`config.mk`:
```
export PLATFORM = sky130hd
export DESIGN_NAME = yutorina_bus_arbiter
export DESIGN_NICKNAME = d
export VERILOG_FILES = /design/src/rtl/yutorina_bus_arbiter_pkg.sv /design/src/rtl/yutorina_bus_rr_pick.sv /design/src/rtl/yutorina_bus_arbiter.sv
export SDC_FILE = /design/constraint.sdc
export NUM_CORES = 1
export LEC_CHECK = 0
export BUFFER_PORTS_ARGS = -buffer_cell sky130_fd_sc_hd__buf_4
export CAP_MARGIN = 0
export CORE_MARGIN = 2
export CORE_UTILIZATION = 50
export DETAILED_ROUTE_END_ITERATION = 10
export PLACE_DENSITY_LB_ADDON = 0.15
export SETUP_SLACK_MARGIN = 0.5
export SLEW_MARGIN = 20
export SYNTH_ARGS = -nofsm -noshare
export SYNTH_HDL_FRONTEND = slang
export SYNTH_SLANG_ARGS = --single-unit
```
`constraint.sdc`:
```
create_clock -name clk -period 2.19 [get_ports clk]
set_input_delay 0.657 -clock clk [delete_from_list [all_inputs] [get_ports clk]]
set_output_delay 0.657 -clock clk [all_outputs]
set_load 0.05 [all_outputs]
```
`src/rtl/yutorina_bus_arbiter_pkg.sv`:
```
// Shared bus definitions: owner codes, active-low enable levels and grant decode.
// Used by the arbiter, the master mux and the address decoder.
package yutorina_bus_arbiter_pkg;

  localparam int unsigned NUM_MASTERS = 4;
  localparam int unsigned BUS_OWNER_W = 2;

  typedef enum logic [BUS_OWNER_W-1:0] {
    BUS_OWNER_MASTER_0 = 2'd0,
    BUS_OWNER_MASTER_1 = 2'd1,
    BUS_OWNER_MASTER_2 = 2'd2,
    BUS_OWNER_MASTER_3 = 2'd3
  } bus_owner_e;

  localparam logic ENABLE_  = 1'b0;
  localparam logic DISABLE_ = 1'b1;

  // Active-low one-hot grant vector {m3..m0} for a given owner.
  function automatic logic [NUM_MASTERS-1:0] grant_decode(input bus_owner_e own);
    logic [NUM_MASTERS-1:0] g;
    g      = '1;
    g[own] = ENABLE_;
    return g;
  endfunction

endpackage

```
`src/rtl/yutorina_bus_rr_pick.sv`:
```
// Combinational round-robin picker: first requester after the current owner,
// searching owner+1, owner+2, owner+3 (mod 4). The owner itself is never picked.
module yutorina_bus_rr_pick
  import yutorina_bus_arbiter_pkg::*;
(
  input  bus_owner_e             i_owner,
  input  logic [NUM_MASTERS-1:0] i_req_n,
  output bus_owner_e             o_next,
  output logic                   o_valid
);

  bus_owner_e w_idx;

  // An X request compares as unknown, so the if falls through: not requesting.
  always_comb begin
    o_next  = i_owner;
    o_valid = 1'b0;
    w_idx   = i_owner;
    for (int unsigned k = 1; k < NUM_MASTERS; k++) begin
      w_idx = bus_owner_e'(i_owner + k[BUS_OWNER_W-1:0]);
      if (!o_valid && (i_req_n[w_idx] == ENABLE_)) begin
        o_next  = w_idx;
        o_valid = 1'b1;
      end
    end
  end

endmodule

```
`src/rtl/yutorina_bus_arbiter.sv`:
```
// Four-master round-robin bus arbiter with bounded-hold preemption.
// Owner, grants and timeout_ are all registered; grants decode the next owner.
module yutorina_bus_arbiter
  import yutorina_bus_arbiter_pkg::*;
#(
  parameter int unsigned MAX_HOLD = 16
) (
  input  logic       clk,
  input  logic       reset_,
  input  logic       m0_req_,
  input  logic       m1_req_,
  input  logic       m2_req_,
  input  logic       m3_req_,
  input  logic       m_as_,
  input  logic       m_rdy_,
  output logic       m0_grnt_,
  output logic       m1_grnt_,
  output logic       m2_grnt_,
  output logic       m3_grnt_,
  output logic [1:0] owner,
  output logic       timeout_
);

  localparam int unsigned CNT_W = (MAX_HOLD > 0) ? $clog2(MAX_HOLD + 1) : 1;
  localparam logic [CNT_W-1:0] HOLD_MAX = CNT_W'(MAX_HOLD);

  logic [NUM_MASTERS-1:0] w_req_n;
  bus_owner_e             r_owner;
  bus_owner_e             w_pick;
  bus_owner_e             w_owner_nxt;
  logic                   w_pick_valid;
  logic                   w_own_req;
  logic                   w_boundary;
  logic                   w_release;
  logic                   w_preempt;
  logic [CNT_W-1:0]       r_hold_cnt;
  logic [NUM_MASTERS-1:0] r_grnt_n;
  logic                   r_timeout_n;

  assign w_req_n = {m3_req_, m2_req_, m1_req_, m0_req_};

  yutorina_bus_rr_pick u_pick (
    .i_owner (r_owner),
    .i_req_n (w_req_n),
    .o_next  (w_pick),
    .o_valid (w_pick_valid)
  );

  // Release takes precedence: preemption only applies while the owner still requests.
  always_comb begin
    w_own_req = 1'b0;
    if (w_req_n[r_owner] == ENABLE_) w_own_req = 1'b1;
    w_boundary  = (m_as_ == DISABLE_) || (m_rdy_ == ENABLE_);
    w_release   = !w_own_req && w_pick_valid;
    w_preempt   = (MAX_HOLD != 0) && w_own_req && w_pick_valid &&
                  (r_hold_cnt == HOLD_MAX) && w_boundary;
    w_owner_nxt = (w_release || w_preempt) ? w_pick : r_owner;
  end

  always_ff @(posedge clk or negedge reset_) begin
    if (!reset_) begin
      r_owner     <= BUS_OWNER_MASTER_0;
      r_grnt_n    <= grant_decode(BUS_OWNER_MASTER_0);
      r_timeout_n <= DISABLE_;
      r_hold_cnt  <= '0;
    end else begin
      r_owner     <= w_owner_nxt;
      r_grnt_n    <= grant_decode(w_owner_nxt);
      r_timeout_n <= w_preempt ? ENABLE_ : DISABLE_;
      if ((w_owner_nxt != r_owner) || !w_own_req || !w_pick_valid)
        r_hold_cnt <= '0;
      else if (r_hold_cnt != HOLD_MAX)
        r_hold_cnt <= r_hold_cnt + CNT_W'(1);
    end
  end

  assign m0_grnt_ = r_grnt_n[0];
  assign m1_grnt_ = r_grnt_n[1];
  assign m2_grnt_ = r_grnt_n[2];
  assign m3_grnt_ = r_grnt_n[3];
  assign owner    = r_owner;
  assign timeout_ = r_timeout_n;

endmodule

```
==> results of run 1 <==
kinds of logic (layout without fill, tap and decap cells):
logic type                 after synthesis  after routing
adders and majority gates                3              3
and+or+nand+nor                         29             29
muxes                                    3              3
xor gates and xnor gates                 5              5
buffers and inverters                   12             28
AOI/OAI and AO/OA                       20             20
DFF                                     12             12
registers in the layout (all words and copies together), names as in the netlist:
register	flops
timeout_	1
r_hold_cnt	5
owner	2
r_grnt_n	4
layer usage:
metal  up-vias  global-route usage
li1        328                   -
met5         -                   0
met1       330               0.280
met3         4              0.0333
met4         0               0.127
met2        26               0.312
power by group through the flow:
stage | clock [W] | sequential [W] | combinational, W
2_1_floorplan | 0 | 0.000520 | 0.000385
3_3_place_gp | 0 | 0.000409 | 0.000607
3_5_place_dp | 0 | 0.000414 | 0.000624
4_1_cts | 0.000179 | 0.000392 | 0.000682
5_1_grt | 0.000192 | 0.000403 | 0.000826
6_report | 0.000179 | 0.000391 | 0.000776
cell usage after synthesis, drive strengths merged, types with 2 or more instances:
library cell  number  share of area
o21ai              5          0.031
inv                4          0.019
dfstp              4           0.13
nand3              6          0.038
a2111oi            2          0.022
nand2              4          0.022
nand2b             2          0.016
dfrtp              8           0.25
clkbuf             4          0.019
a221oi             2          0.030
ha                 2          0.031
a31oi              2          0.016
buf                4          0.036
xor2               3          0.033
a21oi              4          0.039
xnor2              2          0.022
nor2               9          0.042
critical path, cell delays in order:
cell      delay, ns
buf_4          0.15
mux4_2         0.51
a21oi_4        0.24
nand4b_1       0.24
a21oi_1        0.10
timing repair:
| action | 4_1_cts | 5_1_grt |
|---|---|---|
| setup buffers | 2 | 3 |
| endpoints found under the setup margin | 13 | 12 |
| pin swaps | 0 | 2 |
| gates resized for setup | 4 | 6 |
final cells by class:
type	instances	share of cell area
sequential	12	0.305
clock buffer	4	0.0360
tap	16	0.0199
inverter	4	0.0149
multi-input combinational	60	0.454
timing repair buffer	20	0.170
how the worst max path moves through the flow:
stage,slack [ns],start,end
after global routing,0.37,r_hold_cnt[1],owner[0]
final,0.45,m2_req_,r_grnt_n[0]
after detailed placement,0.22,m1_req_,r_grnt_n[0]
after CTS,0.42,r_hold_cnt[0],owner[0]
after floorplan,0.35,m3_req_,r_grnt_n[0]
after global placement,0.25,m1_req_,r_grnt_n[0]
per-stage QoR:
stage	worst slack [ns]	hold slack, ns	power [W]	util	instance area (um2)
detailed placement	0.223	0.502	0.00104	0.589	887
CTS	0.418	0.205	0.00125	0.629	947
finish	0.447	0.203	0.00135	0.669	1010
global route	0.373	0.207	0.00142	0.669	1010
floorplan	0.354	0.361	0.000905	-	815
global placement	0.253	0.501	0.00102	0.589	887
==> qor.yml, run 1 <==
status: "finished clean"
io_pins: 15
vias_per_cell: 5.93
gr-total-overflow: 0
cts_tree: "done"
ys_warn_count: 0
drt-initial-drc-count: 14
p_int_w: 0.000731
layout_commonest_cell: "buf_4"
synth.distinct_cells: 40
startpoint_type: "primary input"
synthToLayoutAreaGrowth_pct: 26.5
netlist_instances: 84
syn_avg_cell_area_um2: 9.49
nets: 111
num-fill-cells: 121
switching_share: 0.457
core_area_um2: 1510
r2r_end: "r_grnt_n[0]"
seq_area_frac_synth: 0.383
worstPathArrival_ns: 1.89
synth-simple-area-share: 0.199
grt_pass1_vias: 601
route.met2.wl_um: 838
ys.flop_type: "dfrtp_1"
synth_edf_count: 0
vias: 688
dp.cells: 107
h-tree-depth: 1
critPathCaptureType: "register"
gr-usage-all-layers: 0.208
cts_buffers: 3
path_clk_slew_ns: 0.08
synthAdderAreaFrac: 0.0440
ys_async_sr_fraction: 1.00
final_cell_mix: "buf_4 (15), nor2_1 (9), nand3_1 (6), dfrtp_1 (6)"
drtAntennaViolNets: 0
synth.area.mux_share: 0.0549
grt_max_degree: 14
min_period_ns: 1.74
drv_cap: 0
initial_core_util: 0.529
cts_buffer_depth: 2
wl_per_cell_um: 15.5
reg2reg_depth: 4
multi_input_area_um2: 458
drc_errors: 0
r2r_start: "owner[1]"
clock.fmax_mhz: 574
numClockSinks: 12
antenna_found_initial: 0
top_layer: "met4"
pwr-share-comb: 0.577
syn_area_um2: 797
antenna_cells: 0
drive_above_1_share: 0.410
p_leak_nw: 0.412
p_seq_frac: 0.290
power_density_nw_per_um2: 1330
synth_nets: 94
fin_tns_setup_ns: 0
worst_pin_slew_ns: 0.491
grt_setup_unrepaired: "yes"
root_buffer: "clkbuf_4"
ys_ff_latch: 12
wl_met1_um: 810
finalSetupViolations: 0
fin_crit_sh: 0.796
synth_top_family_by_area: "simple AND/OR/NAND/NOR gates"
crit_required_ns: 2.34
finalHoldViolCount: 0
die_h_um: 43.9
p_switching_w: 0.000615
grt_pass1_wl_mm: 2.88
path_max_fanout: 10
clkPwrFrac: 0.133
peakVddDrop_mv: 0.768
worstSkewPairLatency_ns: 0.27
critPathKind: "primary input to register"
die_area_um2: 1930
dieWidth_um: 43.9
synth_xor_area_frac: 0.0549
slew_viol_final: 0
r2r_slack_ns: 0.46
dr_wl_met3_um: 108
synth_compound_gate_area_share: 0.190
hpwl_mm: 1.15
regArea_um2: 308
drtPass1Iterations: 4
instances_no_fill: 116
hold_buffers: 0
wl_mm: 1.80
gp_congestion: 0.798
num_rows: 14
hold_class: "primary input to async pin"
numPortBuffers: 14
slew_headroom: 0.665
finClkSkew_ns: 0.00486
No activity file was read; power rests on OpenSTA's default activity.
==> inputs of run 2 (changes only) <==
Clock period 2.19 ns to 1.7 ns, I/O delays scaled along.
==> run 2 against run 1 <==
Combinational power up 62%; power up 46%; worst setup slack worse by 0.38 ns; routed wire length rose by 4.0%; clock power is 26% higher; clock skew down 0.0025 ns; final cell count is 12% higher; register-to-register slack worse by 0.39 ns; die area did not move; first-iteration DRC count increased to 2.6 times the previous value; via count increased by 3.6%; highest routed layer is now met3.
==> qor.yml, run 2 (synthesized netlist as in run 1, its figures left out) <==
final_cell_mix: "buf_4 (26), nor2_1 (9), dfrtp_1 (7), nand3_1 (6), buf_8 (6)"
antenna_found_initial: 0
drv_cap: 0
clkPwrFrac: 0.115
fin_crit_sh: 0.961
p_int_w: 0.00113
path_clk_slew_ns: 0.08
drtAntennaViolNets: 0
wl_met1_um: 787
r2r_start: "owner[1]"
h-tree-depth: 1
slew_viol_final: 0
drt-initial-drc-count: 37
layout_commonest_cell: "buf_4"
die_area_um2: 1930
io_pins: 15
setup_slack_ns: 0.0657
crit_chain: "mux4_2 > a21oi_4 > buf_4 > a311oi_2 > xor2_1"
core_area_um2: 1510
fin_tns_setup_ns: 0
cts_tree: "done"
gr-total-overflow: 0
nets: 125
dieWidth_um: 43.9
gp_congestion: 0.815
wl_per_cell_um: 14.4
slew_headroom: 0.716
hold_class: "primary input to async pin"
dp.cells: 120
grt_max_degree: 19
instances_no_fill: 130
path_max_fanout: 7
finalSetupViolations: 0
largest-register: "r_hold_cnt"
worstPathArrival_ns: 1.78
p_seq_frac: 0.242
hold_buffers: 0
numPortBuffers: 14
cp_num_buf_inv: 1
finClkSkew_ns: 0.00232
reg2reg_depth: 5
max_stage_delay_ns: 0.55
p_leak_nw: 0.500
vias: 713
cts_buffers: 3
min_period_ns: 1.63
p_switching_w: 0.000829
route.met2.wl_mm: 1.00
worstSkewPairLatency_ns: 0.27
wl_mm: 1.87
top_layer: "met3"
critPathCaptureType: "register"
worst_pin_slew_ns: 0.415
drive_above_1_share: 0.491
num_rows: 14
vias_per_cell: 5.48
grt_pass1_vias: 690
grt_setup_unrepaired: "yes"
critPathKind: "register to register"
switching_share: 0.423
hpwl_mm: 1.30
cpLargestDelayFamily: "multiplexers"
drtPass1Iterations: 4
finalHoldViolCount: 0
pwr-share-comb: 0.643
crit_required_ns: 1.85
r2r_slack_ns: 0.07
root_buffer: "clkbuf_4"
grt_pass1_wl_mm: 3.26
dr_wl_met3_um: 77
power_density_nw_per_um2: 1680
status: "finished clean"
critPathSlowestCell: "mux4_2"
largest_register_ffs: 5
antenna_cells: 0
r2r_end: "owner[1]"
clock.fmax_mhz: 612
peakVddDrop_mv: 0.933
die_h_um: 43.9
place_ws_ns: -0.0925
startpoint_type: "register"
drc_errors: 0
cts_buffer_depth: 2
initial_core_util: 0.529
num-fill-cells: 105
gr-usage-all-layers: 0.231
numClockSinks: 12
synthToLayoutAreaGrowth_pct: 46.3
==> run 2: power by group through the flow <==
| stage | clock network, W | registers [W] | logic (W) |
|---|---|---|---|
| finish | 0.000225 | 0.000474 | 0.00126 |
| global route | 0.000248 | 0.000487 | 0.00135 |
| CTS | 0.000234 | 0.000478 | 0.00121 |
| detailed placement | 0 | 0.000462 | 0.000959 |
| global placement | 0 | 0.000459 | 0.000939 |
| floorplan | 0 | 0.000670 | 0.000493 |
==> run 2: per-stage QoR <==
stage               hold WS, ns   util  cell area [um2]  total power [W]
floorplan                 0.214      -              798          0.00116
global placement          0.355  0.654              985          0.00140
detailed placement        0.358  0.654              985          0.00142
CTS                      0.0596  0.764             1150          0.00192
global route             0.0543  0.774             1170          0.00209
finish                   0.0677  0.774             1170          0.00196
==> run 2: what timing repair did <==
| action | in CTS | in global routing |
|---|---|---|
| setup endpoints to repair | 19 | 19 |
| setup buffers | 4 | 2 |
| gates resized for setup | 21 | 0 |
| pin swaps | 3 | 4 |
==> run 2: cell type report <==
cell class	instances	area (um2)	area share
inverter	4	15.0	0.0129
sequential	12	307	0.263
tap	16	20.0	0.0172
multi-input combinational	60	472	0.405
clock buffer	4	36.3	0.0311
timing repair buffer	34	317	0.271
==> run 2: worst register-to-register path: cells and delay by family (launching register included) <==
kind                   cells  cell delay, ns
multiplexers               1            0.55
flip-flops                 1            0.39
AO/OA/AOI/OAI              2            0.24
XOR/XNOR                   1            0.18
buffers and inverters      1            0.14
==> run 2: per-layer routing <==
metal / GRT usage / up-vias
met4: 0.0727 / 0
met3: 0.0250 / 0
met5: 0 / -
li1: - / 359
met2: 0.391 / 23
met1: 0.307 / 331
==> run 2: how the worst max path moves through the flow <==
stage | start | end | slack (ns) | cells after the start
after floorplan | owner[1] | r_grnt_n[0] | -0.08 | 5
after global placement | m3_req_ | r_grnt_n[0] | -0.06 | 5
after detailed placement | m3_req_ | r_grnt_n[0] | -0.09 | 5
after CTS | r_hold_cnt[1] | owner[0] | 0.03 | 7
after global routing | r_hold_cnt[1] | owner[0] | -0.02 | 7
final | owner[1] | owner[1] | 0.07 | 5
==> inputs of run 3 (changes only) <==
Settings changed: CORE_ASPECT_RATIO set to 0.7, CORE_UTILIZATION 50 to 40, CTS_CLUSTER_DIAMETER set to 200.
==> run 3 against run 2 <==
Global-route usage shrank 4.2 points; critical endpoint unchanged; highest routed layer is now met4; core utilization fell by 16 points; final cell count is 3.8% higher; maximum frequency fell by 2.9%; via count is 1.5% higher; die area rose by 23%; largest cell class unchanged; cell area decreased by 0.75%; combinational power is essentially flat.
==> qor.yml, run 3 (synthesized netlist as in run 1, its figures left out) <==
wl_mm: 1.86
antenna_found_initial: 0
startpoint_type: "register"
fin_tns_setup_ns: 0
cts_tree: "done"
status: "finished clean"
io_pins: 15
gr-usage-all-layers: 0.189
drtAntennaViolNets: 0
power_density_nw_per_um2: 1700
finalHoldViolCount: 0
initial_core_util: 0.426
h-tree-depth: 1
core_area_um2: 1870
setup_slack_ns: 0.0169
fin_crit_sh: 0.990
grt_setup_unrepaired: "yes"
final_cell_mix: "buf_4 (25), nor2_1 (7), dfrtp_1 (7), nand3_1 (6), buf_8 (6)"
die_h_um: 41.3
critPathKind: "register to register"
nets: 124
gr-total-overflow: 0
finalSetupViolations: 0
grt_pass1_vias: 652
clock.fmax_mhz: 594
worstPathArrival_ns: 1.84
path_clk_slew_ns: 0.08
slew_headroom: 0.727
gp_congestion: 0.815
drv_cap: 0
drt-initial-drc-count: 16
critPathCaptureType: "register"
dieWidth_um: 57.4
cts_buffers: 3
grt_pass1_wl_mm: 3.14
numClockSinks: 12
hold_buffers: 0
vias: 724
holdWs_ns: 0.0505
num_rows: 13
synthToLayoutAreaGrowth_pct: 45.2
critPathSlowestCell: "mux4_2"
numPortBuffers: 14
place_ws_ns: -0.107
wl_per_cell_um: 13.8
root_buffer: "clkbuf_4"
vias_per_cell: 5.36
path_max_fanout: 7
worst_pin_slew_ns: 0.400
peakVddDrop_mv: 1.07
worstSkewPairLatency_ns: 0.28
crit_required_ns: 1.86
layout_commonest_cell: "buf_4"
largest_register_ffs: 5
drtPass1Iterations: 4
finClkSkew_ns: 0.00268
drive_above_1_share: 0.478
min_period_ns: 1.68
max_stage_delay_ns: 0.57
drc_errors: 0
hpwl_mm: 1.27
p_leak_nw: 0.491
slew_viol_final: 0
die_area_um2: 2370
largest-register: "r_hold_cnt"
crit_chain: "mux4_2 > a21oi_4 > buf_4 > a311oi_2 > xor2_1"
hold_class: "primary input to async pin"
cts_buffer_depth: 2
antenna_cells: 0
grt_max_degree: 13
==> run 3: cell count changes in the layout (fill, tap and decap cells not counted), sizes merged <==
cell	before	now
buf	34	33
==> run 3: final timing paths <==
kind                                    start            end  slack (ns)  depth (start not counted)
worst min-delay path                   reset_  r_hold_cnt[2]        0.05                          1
min in group clk                       m_rdy_       timeout_        0.58                          3
max in group asynchronous              reset_    r_grnt_n[2]        1.42                          1
worst max-delay path                 owner[1]       owner[1]        0.02                          5
worst min register to register  r_hold_cnt[4]  r_hold_cnt[4]        0.58                          2
worst max register to register       owner[1]       owner[1]        0.02                          5
==> run 3: area by class of cell <==
type | instances | area, um2
sequential | 12 | 307
timing repair buffer | 33 | 300
tap | 22 | 27.5
clock buffer | 4 | 36.3
fill | 161 | 713
inverter | 4 | 15.0
multi-input combinational | 60 | 472
==> run 3: per-stage QoR <==
step	util	cell area (um2)	power, W	std cells
4_1_cts	0.603	1130	0.00190	134
2_1_floorplan	-	798	0.00116	84
6_report	0.619	1160	0.00197	135
3_3_place_gp	0.518	970	0.00139	123
5_1_grt	0.619	1160	0.00210	135
3_5_place_dp	0.518	970	0.00141	123
==> run 3: per-layer routing <==
layer	routed length [um]	vias to the layer above	track usage
met5	0	-	0
met4	9	0	0.0349
met3	111	2	0.0648
met2	804	24	0.276
met1	933	340	0.273
li1	-	358	-
==> run 3: what timing repair did <==
item,in CTS,in global routing
setup buffers,7,1
endpoints found under the setup margin,19,19
pin swaps,2,3
gates resized for setup,17,5
==> run 3: power breakdown <==
group	leakage (nW)	internal [W]	switching (W)
registers	0.144	0.000396	0.0000745
clock network	0.0210	0.000130	0.000103
logic	0.327	0.000598	0.000667
==> run 3: worst max-delay path, delay by kind of cell, from the launching register on <==
kind,cells,cell delay [ns]
multiplexers,1,0.57
AO/OA/AOI/OAI,2,0.26
flip-flops,1,0.41
buffers and inverters,1,0.16
XOR/XNOR,1,0.16
